--- src/rtl/serial_adder.sv ---
// Bit-serial adder: {c_out, sum} = a + b + c_in, one bit per clock, LSB first, one full_adder cell.
// Latency: WIDTH cycles from the accepting edge to done; one result per WIDTH+1 cycles.
// Backpressure: none; start is ignored while busy, results hold until the next completion.
module full_adder (
    input  logic x,
    input  logic y,
    input  logic c_in,
    output logic s,
    output logic c_out
);
    assign s     = x ^ y ^ c_in;
    assign c_out = (x & y) | (c_in & (x ^ y));
endmodule

module serial_adder #(
    parameter int WIDTH = 8
) (
    input  logic             clk,
    input  logic             rst_n,
    input  logic             start,
    input  logic [WIDTH-1:0] a,
    input  logic [WIDTH-1:0] b,
    input  logic             c_in,
    output logic             busy,
    output logic             done,
    output logic [WIDTH-1:0] sum,
    output logic             c_out
);
    localparam int CW = (WIDTH < 2) ? 1 : $clog2(WIDTH + 1);

    typedef enum logic [1:0] {IDLE, SHIFT, DONE} state_t;

    state_t           state_q;
    state_t           state_d;
    logic [WIDTH-1:0] a_sh;
    logic [WIDTH-1:0] b_sh;
    logic [WIDTH-1:0] res_nxt;
    logic [CW-1:0]    cnt;
    logic             carry;
    logic             fa_s;
    logic             fa_c;
    logic             load;
    logic             last;

    full_adder u_fa (
        .x     (a_sh[0]),
        .y     (b_sh[0]),
        .c_in  (carry),
        .s     (fa_s),
        .c_out (fa_c)
    );

    assign load = start && (state_q != SHIFT);
    assign last = (cnt == CW'(WIDTH - 1));
    assign busy = (state_q == SHIFT);
    assign done = (state_q == DONE);

    always_comb begin
        state_d = state_q;
        case (state_q)
            IDLE:    if (start) state_d = SHIFT;
            SHIFT:   if (last) state_d = DONE;
            DONE:    state_d = start ? SHIFT : IDLE;
            default: state_d = IDLE;
        endcase
    end

    always_ff @(posedge clk or negedge rst_n) begin
        if (!rst_n) state_q <= IDLE;
        else        state_q <= state_d;
    end

    always_ff @(posedge clk or negedge rst_n) begin
        if (!rst_n) begin
            a_sh  <= '0;
            b_sh  <= '0;
            carry <= 1'b0;
            cnt   <= '0;
            sum   <= '0;
            c_out <= 1'b0;
        end else if (load) begin
            a_sh  <= a;
            b_sh  <= b;
            carry <= c_in;
            cnt   <= '0;
        end else if (state_q == SHIFT) begin
            a_sh  <= a_sh >> 1;
            b_sh  <= b_sh >> 1;
            carry <= fa_c;
            cnt   <= cnt + CW'(1);
            if (last) begin
                sum   <= res_nxt;
                c_out <= fa_c;
            end
        end
    end

    // Only WIDTH-1 result bits need storage: the last bit goes straight from the cell into sum.
    if (WIDTH > 1) begin : g_res
        logic [WIDTH-2:0] res_sh;
        assign res_nxt = {fa_s, res_sh};
        always_ff @(posedge clk or negedge rst_n) begin
            if (!rst_n)                 res_sh <= '0;
            else if (state_q == SHIFT)  res_sh <= res_nxt[WIDTH-1:1];
        end
    end else begin : g_res1
        assign res_nxt = fa_s;
    end
endmodule

--- config.mk ---
export PLATFORM = sky130hd
export DESIGN_NAME = serial_adder
export DESIGN_NICKNAME = d
export VERILOG_FILES = /design/src/rtl/serial_adder.sv
export SDC_FILE = /design/constraint.sdc
export NUM_CORES = 1
export LEC_CHECK = 0
export BUFFER_PORTS_ARGS = -buffer_cell sky130_fd_sc_hd__buf_2
export CAP_MARGIN = 20
export CORE_ASPECT_RATIO = 0.6
export CORE_UTILIZATION = 45
export DETAILED_ROUTE_END_ITERATION = 8
export PLACE_DENSITY = 0.67
export SETUP_SLACK_MARGIN = 0.15
export SLEW_MARGIN = 20
export SYNTH_ARGS = -nofsm -noshare
export SYNTH_HDL_FRONTEND = slang
export SYNTH_HIERARCHICAL = 1
export SYNTH_SLANG_ARGS = --single-unit
--- constraint.sdc ---
create_clock -name clk -period 2.5 [get_ports clk]
set_clock_uncertainty 0.2 [all_clocks]
set_input_delay 0.375 -clock clk [delete_from_list [all_inputs] [get_ports clk]]
set_output_delay 0.375 -clock clk [all_outputs]
set_load 0.01 [all_outputs]
==> run_results.csv, run 1 <==
group,metric,value,unit
floorplanning,die_w,80.4,um
drt,drtIter0Drc,74,
sta,setup_slack,612,ps
sta,maxSlewHeadroom,0.431,
cts,cts_setup_buffers,0,
grt,track_usage,0.176,
synth,synth_cell_types,18,
cells_and_area,post_layout_nonfiller_instances,225,
synth,async_flop_share,1.00,
synth,synth_ff_type,"dfrtp_1",
drt,drt_pass1_iterations,4,
cells_and_area,synthToLayoutAreaGrowth,17.5,%
cts,hold_buffers,0,
place,dp_hpwl,2000,um
cts,clk_pin_slew_worst_paths,70,ps
synth,synth_nets,169,
drt,final_antenna_net_count,0,
sta,rsz0062_at_grt,"no",
place,gp_congestion,0.817,
cells_and_area,final_util,0.576,
synth,yosys_warnings,6,
sta,fin_setup_tns,0,ps
floorplanning,initial_core_util,0.490,
grt,grt_pass1_vias,1103,
sta,max_clock_freq,0.530,GHz
drt,drc,0,
cells_and_area,finish.net_count,201,
sta,worst_slew_pin_slew,854,ps
cts,cts_made_buffers,5,
synth,synth_seq_area_share,0.588,
min_path,hold_path_class,"in2async",
synth,yosys.cell_count.top_type,"nand2_1",
sta,finalSetupViolCount,0,
critical_path,path_class,"reg2out",
run,cap_violations,0,
critical_path,critPathArrivalTime,1310,ps
grt,grt_max_degree,40,
cells_and_area,layout-drive-gt1-share,0.283,
place,dp.cells,217,
cells_and_area,fillCellCount,305,
synth,synth_top_area_cell,"dfrtp_1",
place,port_buffers,30,
synth,syn_area_per_cell,11.3,um2
synth,netlist_instances,147,
sta,post-route-min-period,1890,ps
sta,drv_slew,0,
grt,grt_pass1_wl,5090,um
sta,whs,-2.14,ps
power_and_ir_drop,p_leak,0.972,nW
cts,htree_num_levels,2,
critical_path,cp_max_fo,19,
drt,vias,1107,
critical_path,worstPathRequired,1920,ps
cts,cts-resized-gates,0,
synth,synth_top_cells_by_area,"dfrtp_1 (59%), mux2i_1 (11%), nand2_1 (9.0%)",
floorplanning,coreArea,3380,um2
sta,hold_viol_final,2,
synth,synth_common_cells,"nand2_1 (40), dfrtp_1 (39), o21ai_0 (20)",
floorplanning,pin_count,31,
cts,insertion_delay,280,ps
place,detailedPlace.worstSlack,692,ps
floorplanning,die_h,49.0,um
grt,grt_overflow,0,
synth,synth_edf_count,0,
synth,ys_seq_elements,39,
drt,wl_per_cell,12.8,um
synth,syn_area,1660,um2
cts,root_buffer,"clkbuf_8",
power_and_ir_drop,ir_drop,442,uV
cts,cts_tree,"yes",
synth,netlist.area_leader.share,0.588,
cells_and_area,diodes,0,
power_and_ir_drop,powerDensity,1160,nW/um2
drt,wirelength,2890,um
critical_path,start_kind,"register",
status,outcome,"finished with violations",
floorplanning,num_rows,16,
cts,clock-sinks,39,
floorplanning,dieArea,3940,um2
cts,clockBufferDepth,2,
power_and_ir_drop,total_power,2.27,mW
drt,via_per_inst,4.92,
status,violations,"hold timing",
grt,antenna_found_initial,0,
sta,fin_crit_sh,0.755,
critical_path,end_kind,"output pin",
## kinds of logic (layout without fill, tap and decap cells)
family | count (synthesis) | after routing | synth area share
AO/OA/AOI/OAI | 20 | 20 | 0.0603
XOR/XNOR | 1 | 1 | 0.00528
adder cells (fa/ha/maj) | 2 | 2 | 0.0196
buffers and inverters | 9 | 42 | 0.0234
flip-flops | 39 | 39 | 0.588
multiplexers | 28 | 28 | 0.176
AND/OR/NAND/NOR | 48 | 48 | 0.127
## worst paths after layout
path | startpoint | slack (ps) | depth (start not counted) | endpoint
max in group asynchronous | rst_n | 1570 | 1 | b_sh[6]
worst max-delay path | state_q[0] | 610 | 4 | busy
worst min register to register | g_res.res_sh[0] | 280 | 2 | g_res.res_sh[0]
worst max register to register | cnt[0] | 700 | 4 | sum[3]
worst min-delay path | rst_n | -2 | 1 | a_sh[4]
min in group clk | a[7] | 140 | 3 | a_sh[7]
## registers in the layout (all words and copies together), names as in the netlist
name / flops
c_out: 1
cnt: 4
sum: 8
carry: 1
b_sh: 8
a_sh: 8
state_q: 2
g_res.res_sh: 7
## layer usage
metal | vias up | GRT usage | part of all wire
li1 | 551 | - | -
met1 | 533 | 0.218 | 0.47
met2 | 19 | 0.285 | 0.48
met3 | 4 | 0.0617 | 0.043
met4 | 0 | 0.0625 | 0.010
met5 | - | 0 | 0
## worst max-delay path: stages (launching register included)
cell and delay, ps:
dfrtp_1 420, nand2b_4 180, clkinv_1 80, buf_4 190, buf_2 150
## placed cells by master, fill, tap and decap left out
master / n
ha_1: 1
clkbuf_8: 7
inv_1: 1
fa_1: 1
dfrtp_1: 39
buf_4: 2
nand3_1: 3
nand2_1: 40
nand2b_4: 1
buf_2: 30
clkinv_1: 1
clkbuf_1: 1
nor3_4: 1
nor2_1: 2
mux2_2: 10
mux2i_1: 18
and2b_1: 1
xor2_1: 1
o21ai_0: 20
## metrics by stage
stage	hold WS, ps	instance area, um2
finish	-2.14	1950
global route	60.4	1950
CTS	30.3	1950
detailed placement	260	1850
global placement	261	1850
floorplan	-121	1660
## where the power goes
part / switching (mW) / internal (mW) / total [mW] / leakage (nW)
clock: 0.209 / 0.252 / 0.461 / 0.0515
combinational: 0.413 / 0.326 / 0.739 / 0.432
sequential: 0.167 / 0.901 / 1.07 / 0.489
total: 0.790 / 1.48 / 2.27 / 0.972
## area by class of cell
class | instances | area (um2) | share of cell area
Sequential cell | 39 | 976 | 0.501
Inverter | 2 | 7.51 | 0.00385
Clock buffer | 8 | 100 | 0.0513
Multi-Input combinational cell | 99 | 644 | 0.331
Timing Repair Buffer | 32 | 165 | 0.0847
Tap cell | 45 | 56.3 | 0.0289
Note: power is estimated with default switching activity, not from simulation.
==> inputs of run 2 (changes only) <==
==> constraint.sdc (replaced) <==
create_clock -name clk -period 1.9 [get_ports clk]
set_clock_uncertainty 0.2 [all_clocks]
set_input_delay 0.285 -clock clk [delete_from_list [all_inputs] [get_ports clk]]
set_output_delay 0.285 -clock clk [all_outputs]
set_load 0.01 [all_outputs]
==> run_results.csv, run 2 (same netlist as run 1, synthesis figures left out) <==
group,metric,value,unit
cells_and_area,final_util,0.602,
min_path,whs_endpoint,"b_sh[7]",
floorplanning,num_rows,16,
cells_and_area,fillCellCount,291,
cts,clk_pin_slew_worst_paths,80,ps
min_path,hold_path_class,"in2reg",
min_path,whs_path_depth,3,
sta,worst_slew_pin_slew,540,ps
cts,root_buffer,"clkbuf_8",
cts,insertion_delay,290,ps
drt,vias,1128,
cells_and_area,synthToLayoutAreaGrowth,22.9,%
critical_path,start_kind,"register",
power_and_ir_drop,total_power,3.27,mW
critical_path,path_class,"reg2reg",
sta,drv_slew,0,
power_and_ir_drop,ir_drop,723,uV
cells_and_area,final_common_cell,"nand2_1",
critical_path,reg2reg_slack,260,ps
drt,via_per_inst,4.88,
sta,fin_setup_tns,0,ps
drt,drtIter0Drc,31,
grt,antenna_found_initial,0,
cts,htree_num_levels,2,
floorplanning,pin_count,31,
power_and_ir_drop,p_leak,1.02,nW
drt,final_antenna_net_count,0,
sta,fin_crit_sh,0.865,
place,port_buffers,30,
grt,track_usage,0.175,
sta,maxSlewHeadroom,0.640,
run,cap_violations,0,
cells_and_area,largestRegisters,"a_sh x8, b_sh x8, sum x8",
sta,max_clock_freq,0.608,GHz
critical_path,r2r-end,"sum[3]",
grt,grt_max_degree,40,
floorplanning,initial_core_util,0.490,
cells_and_area,finish.net_count,207,
cts,clockBufferDepth,2,
floorplanning,dieArea,3940,um2
drt,drc,0,
sta,whs,34.6,ps
critical_path,end_kind,"register",
critical_path,critPathArrivalTime,1620,ps
power_and_ir_drop,powerDensity,1600,nW/um2
sta,rsz0062_at_grt,"no",
status,outcome,"finished clean",
cells_and_area,final_cell_mix,"nand2_1 (40), dfrtp_1 (39), buf_2 (30)",
critical_path,worstReg2RegStart,"cnt[0]",
place,gp_congestion,0.820,
drt,wirelength,2920,um
grt,grt_pass1_wl,5130,um
cts,clock-sinks,39,
grt,grt_overflow,0,
sta,hold_viol_final,0,
min_path,hp-start,"b[7]",
critical_path,reg2regPathDepth,5,
floorplanning,die_h,49.0,um
sta,finalSetupViolCount,0,
place,dp_hpwl,1950,um
cells_and_area,diodes,0,
floorplanning,coreArea,3380,um2
critical_path,worstPathRequired,1870,ps
floorplanning,die_w,80.4,um
sta,post-route-min-period,1640,ps
drt,wl_per_cell,12.6,um
cts,cts_made_buffers,5,
grt,grt_pass1_vias,1152,
cts,cts_tree,"yes",
drt,drt_pass1_iterations,4,
cells_and_area,layout-drive-gt1-share,0.312,
critical_path,cp_max_fo,10,
-- run 2: critical path: stages, from the launching register on --
cell and delay [ps]:
dfrtp_1 390, ha_1 200, nand2_1 100, nor3_4 120, buf_6 170, mux2_2 350
-- run 2: stage by stage --
| step | instance area [um2] | instances | setup WS, ps |
|---|---|---|---|
| finish | 2040 | 231 | 257 |
| global route | 2040 | 231 | 170 |
| CTS | 2010 | 228 | 185 |
| detailed placement | 1860 | 219 | 250 |
| global placement | 1860 | 219 | 294 |
| floorplan | 1660 | 147 | 281 |
-- run 2: how the worst max path moves through the flow --
stage	start	to	cells past startpoint
floorplan	cnt[0]	c_out	4
global placement	cnt[0]	sum[5]	5
detailed placement	cnt[0]	sum[6]	5
CTS	state_q[0]	busy	3
global route	cnt[0]	sum[6]	5
finish	cnt[0]	sum[3]	5
-- run 2: routing by layer --
metal,global-route usage,wire (um),vias to the layer above
li1,-,-,565
met1,0.218,1380,534
met2,0.287,1380,22
met3,0.0561,119,7
met4,0.0625,38,0
met5,0,0,-
-- run 2: where the power goes --
group	internal, mW	switching, mW	leakage, nW
registers	1.18	0.223	0.489
logic	0.481	0.565	0.464
clock network	0.524	0.289	0.0644
-- run 2: repair_timing --
item / CTS / global route
gates cloned: 0 / 0
hold buffers: 1 / 0
setup endpoints to repair: 1 / 4
endpoints found under the hold margin: 39 / 0
gates resized for setup: 1 / 1
buffers inserted: 0 / 3
-- run 2: final cells by class --
class	instances	area (um2)	area share
clock inverter	3	67.6	0.0331
tap	45	56.3	0.0276
sequential	39	976	0.479
clock buffer	5	68.8	0.0338
timing repair buffer	38	216	0.106
inverter	2	8.76	0.00430
multi-input combinational	99	644	0.316
==> inputs of run 3 (changes only) <==
--- a/config.mk
+++ b/config.mk
@@ -10,7 +10,7 @@
 export CORE_ASPECT_RATIO = 0.6
 export CORE_UTILIZATION = 45
 export DETAILED_ROUTE_END_ITERATION = 8
-export PLACE_DENSITY = 0.67
+export PLACE_DENSITY = 0.69
 export SETUP_SLACK_MARGIN = 0.15
 export SLEW_MARGIN = 20
 export SYNTH_ARGS = -nofsm -noshare
==> run_results.csv, run 3 (same netlist as run 1, synthesis figures left out) <==
group,metric,value,unit
grt,track_usage,0.191,
place,dp_hpwl,2120,um
drt,drc,0,
drt,final_antenna_net_count,0,
cells_and_area,regArea,976,um2
place,placed_area,1860,um2
sta,rsz0062_at_grt,"no",
sta,finalSetupViolCount,0,
sta,drv_slew,0,
drt,via_per_inst,5.08,
place,detailedPlace.worstSlack,220,ps
sta,max_clock_freq,0.600,GHz
drt,vias,1169,
run,cap_violations,0,
drt,wirelength,3120,um
cells_and_area,multi_input_area,644,um2
floorplanning,die_w,80.4,um
critical_path,critPathTopFamily,"flip-flops",
power_and_ir_drop,switchingPower,1.06,mW
critical_path,crit_start,"state_q[1]",
cells_and_area,largestRegisters,"a_sh x8, b_sh x8, sum x8",
critical_path,path_class,"reg2reg",
cts,insertion_delay,280,ps
critical_path,worstReg2RegStart,"state_q[1]",
cells_and_area,final_util,0.587,
place,gp_congestion,0.734,
grt,grt_max_degree,40,
sta,fin_crit_sh,0.877,
cells_and_area,diodes,0,
power_and_ir_drop,p_leak,0.994,nW
sta,setup_slack,234,ps
critical_path,path_cells,"nand2b_4 > buf_4 > nor3_4 > buf_6 > mux2_2",
floorplanning,dieArea,3940,um2
power_and_ir_drop,powerDensity,1510,nW/um2
power_and_ir_drop,total_power,2.99,mW
grt,grt_pass1_vias,1195,
drt,wl_per_cell,13.6,um
critical_path,start_kind,"register",
cells_and_area,layout-drive-gt1-share,0.297,
cells_and_area,final_area,1980,um2
status,outcome,"finished clean",
sta,post-route-min-period,1670,ps
critical_path,cp_max_fo,10,
critical_path,crit_path_top_delay_cell,"dfrtp_1",
grt,grt_overflow,0,
cells_and_area,synthToLayoutAreaGrowth,19.6,%
floorplanning,pin_count,31,
floorplanning,initial_core_util,0.490,
critical_path,end_kind,"register",
power_and_ir_drop,internal-power,1.93,mW
cells_and_area,post_layout_nonfiller_instances,230,
critical_path,cpPeakStageDelay,380,ps
cts,cts_tree,"yes",
floorplanning,num_rows,16,
cts,htree_num_levels,2,
sta,fin_setup_tns,0,ps
cts,clock-sinks,39,
sta,whs,63.7,ps
sta,maxSlewHeadroom,0.640,
min_path,hp-start,"a[7]",
cells_and_area,final_cell_mix,"nand2_1 (40), dfrtp_1 (39), buf_2 (30)",
cells_and_area,finish.net_count,208,
power_and_ir_drop,comb_power_share,0.362,
floorplanning,coreArea,3380,um2
cts,cts_made_buffers,5,
power_and_ir_drop,power_frac_clock,0.165,
drt,drt_pass1_iterations,4,
power_and_ir_drop,pwr-share-seq,0.473,
place,dp.cells,219,
grt,antenna_found_initial,0,
sta,hold_viol_final,0,
critical_path,cp_num_buf_inv,2,
grt,grt_pass1_wl,5500,um
critical_path,worstPathRequired,1870,ps
cells_and_area,fillCellCount,286,
power_and_ir_drop,ir_drop,548,uV
floorplanning,die_h,49.0,um
power_and_ir_drop,swShare,0.355,
cells_and_area,final_common_cell,"nand2_1",
cts,root_buffer,"clkbuf_8",
cts,clockBufferDepth,2,
drt,drtIter0Drc,86,
critical_path,critPathArrivalTime,1630,ps
min_path,hold_path_class,"in2reg",
sta,worst_slew_pin_slew,540,ps
place,port_buffers,30,
cts,clk_pin_slew_worst_paths,70,ps
[run 3: power groups by stage]
stage                     logic (mW)  clock network, mW  registers [mW]
after CTS                       1.05              0.510            1.42
final                           1.08              0.495            1.41
after detailed placement        1.00                  0            1.43
after floorplan                0.647                  0            1.42
after global placement         0.944                  0            1.40
after global routing            1.23              0.550            1.46
[run 3: worst paths after layout]
kind / endpoint / slack [ps] / depth (start not counted)
min in group asynchronous: a_sh[4] / 390 / 3
max reg2reg: sum[7] / 230 / 5
min: a_sh[7] / 60 / 3
max: sum[7] / 230 / 5
max in group asynchronous: cnt[0] / 780 / 3
min reg2reg: g_res.res_sh[0] / 280 / 2
[run 3: layout make-up]
type | count | area share
Multi-Input combinational cell | 99 | 0.325
Timing Repair Buffer | 39 | 0.115
Sequential cell | 39 | 0.492
Inverter | 2 | 0.00378
Clock buffer | 6 | 0.0366
Tap cell | 45 | 0.0284
[run 3: routing by layer]
layer,up-vias,GRT usage,wire (um)
met5,-,0,0
met4,0,0.0833,81
met3,8,0.0467,97
met2,24,0.299,1550
met1,566,0.252,1400
li1,571,-,-
[run 3: timing repair]
item | CTS | global route
endpoints found under the setup margin | 1 | 10
endpoints found under the hold margin | 39 | 0
hold buffers | 1 | 0
buffers inserted | 2 | 2
gates resized for setup | 0 | 2
[run 3: worst reg2reg max path: cells and delay by family (launching register included)]
family	cells	cell delay (ps)
buffers and inverters	2	320
flip-flops	1	380
multiplexers	1	350
AND/OR/NAND/NOR	2	310
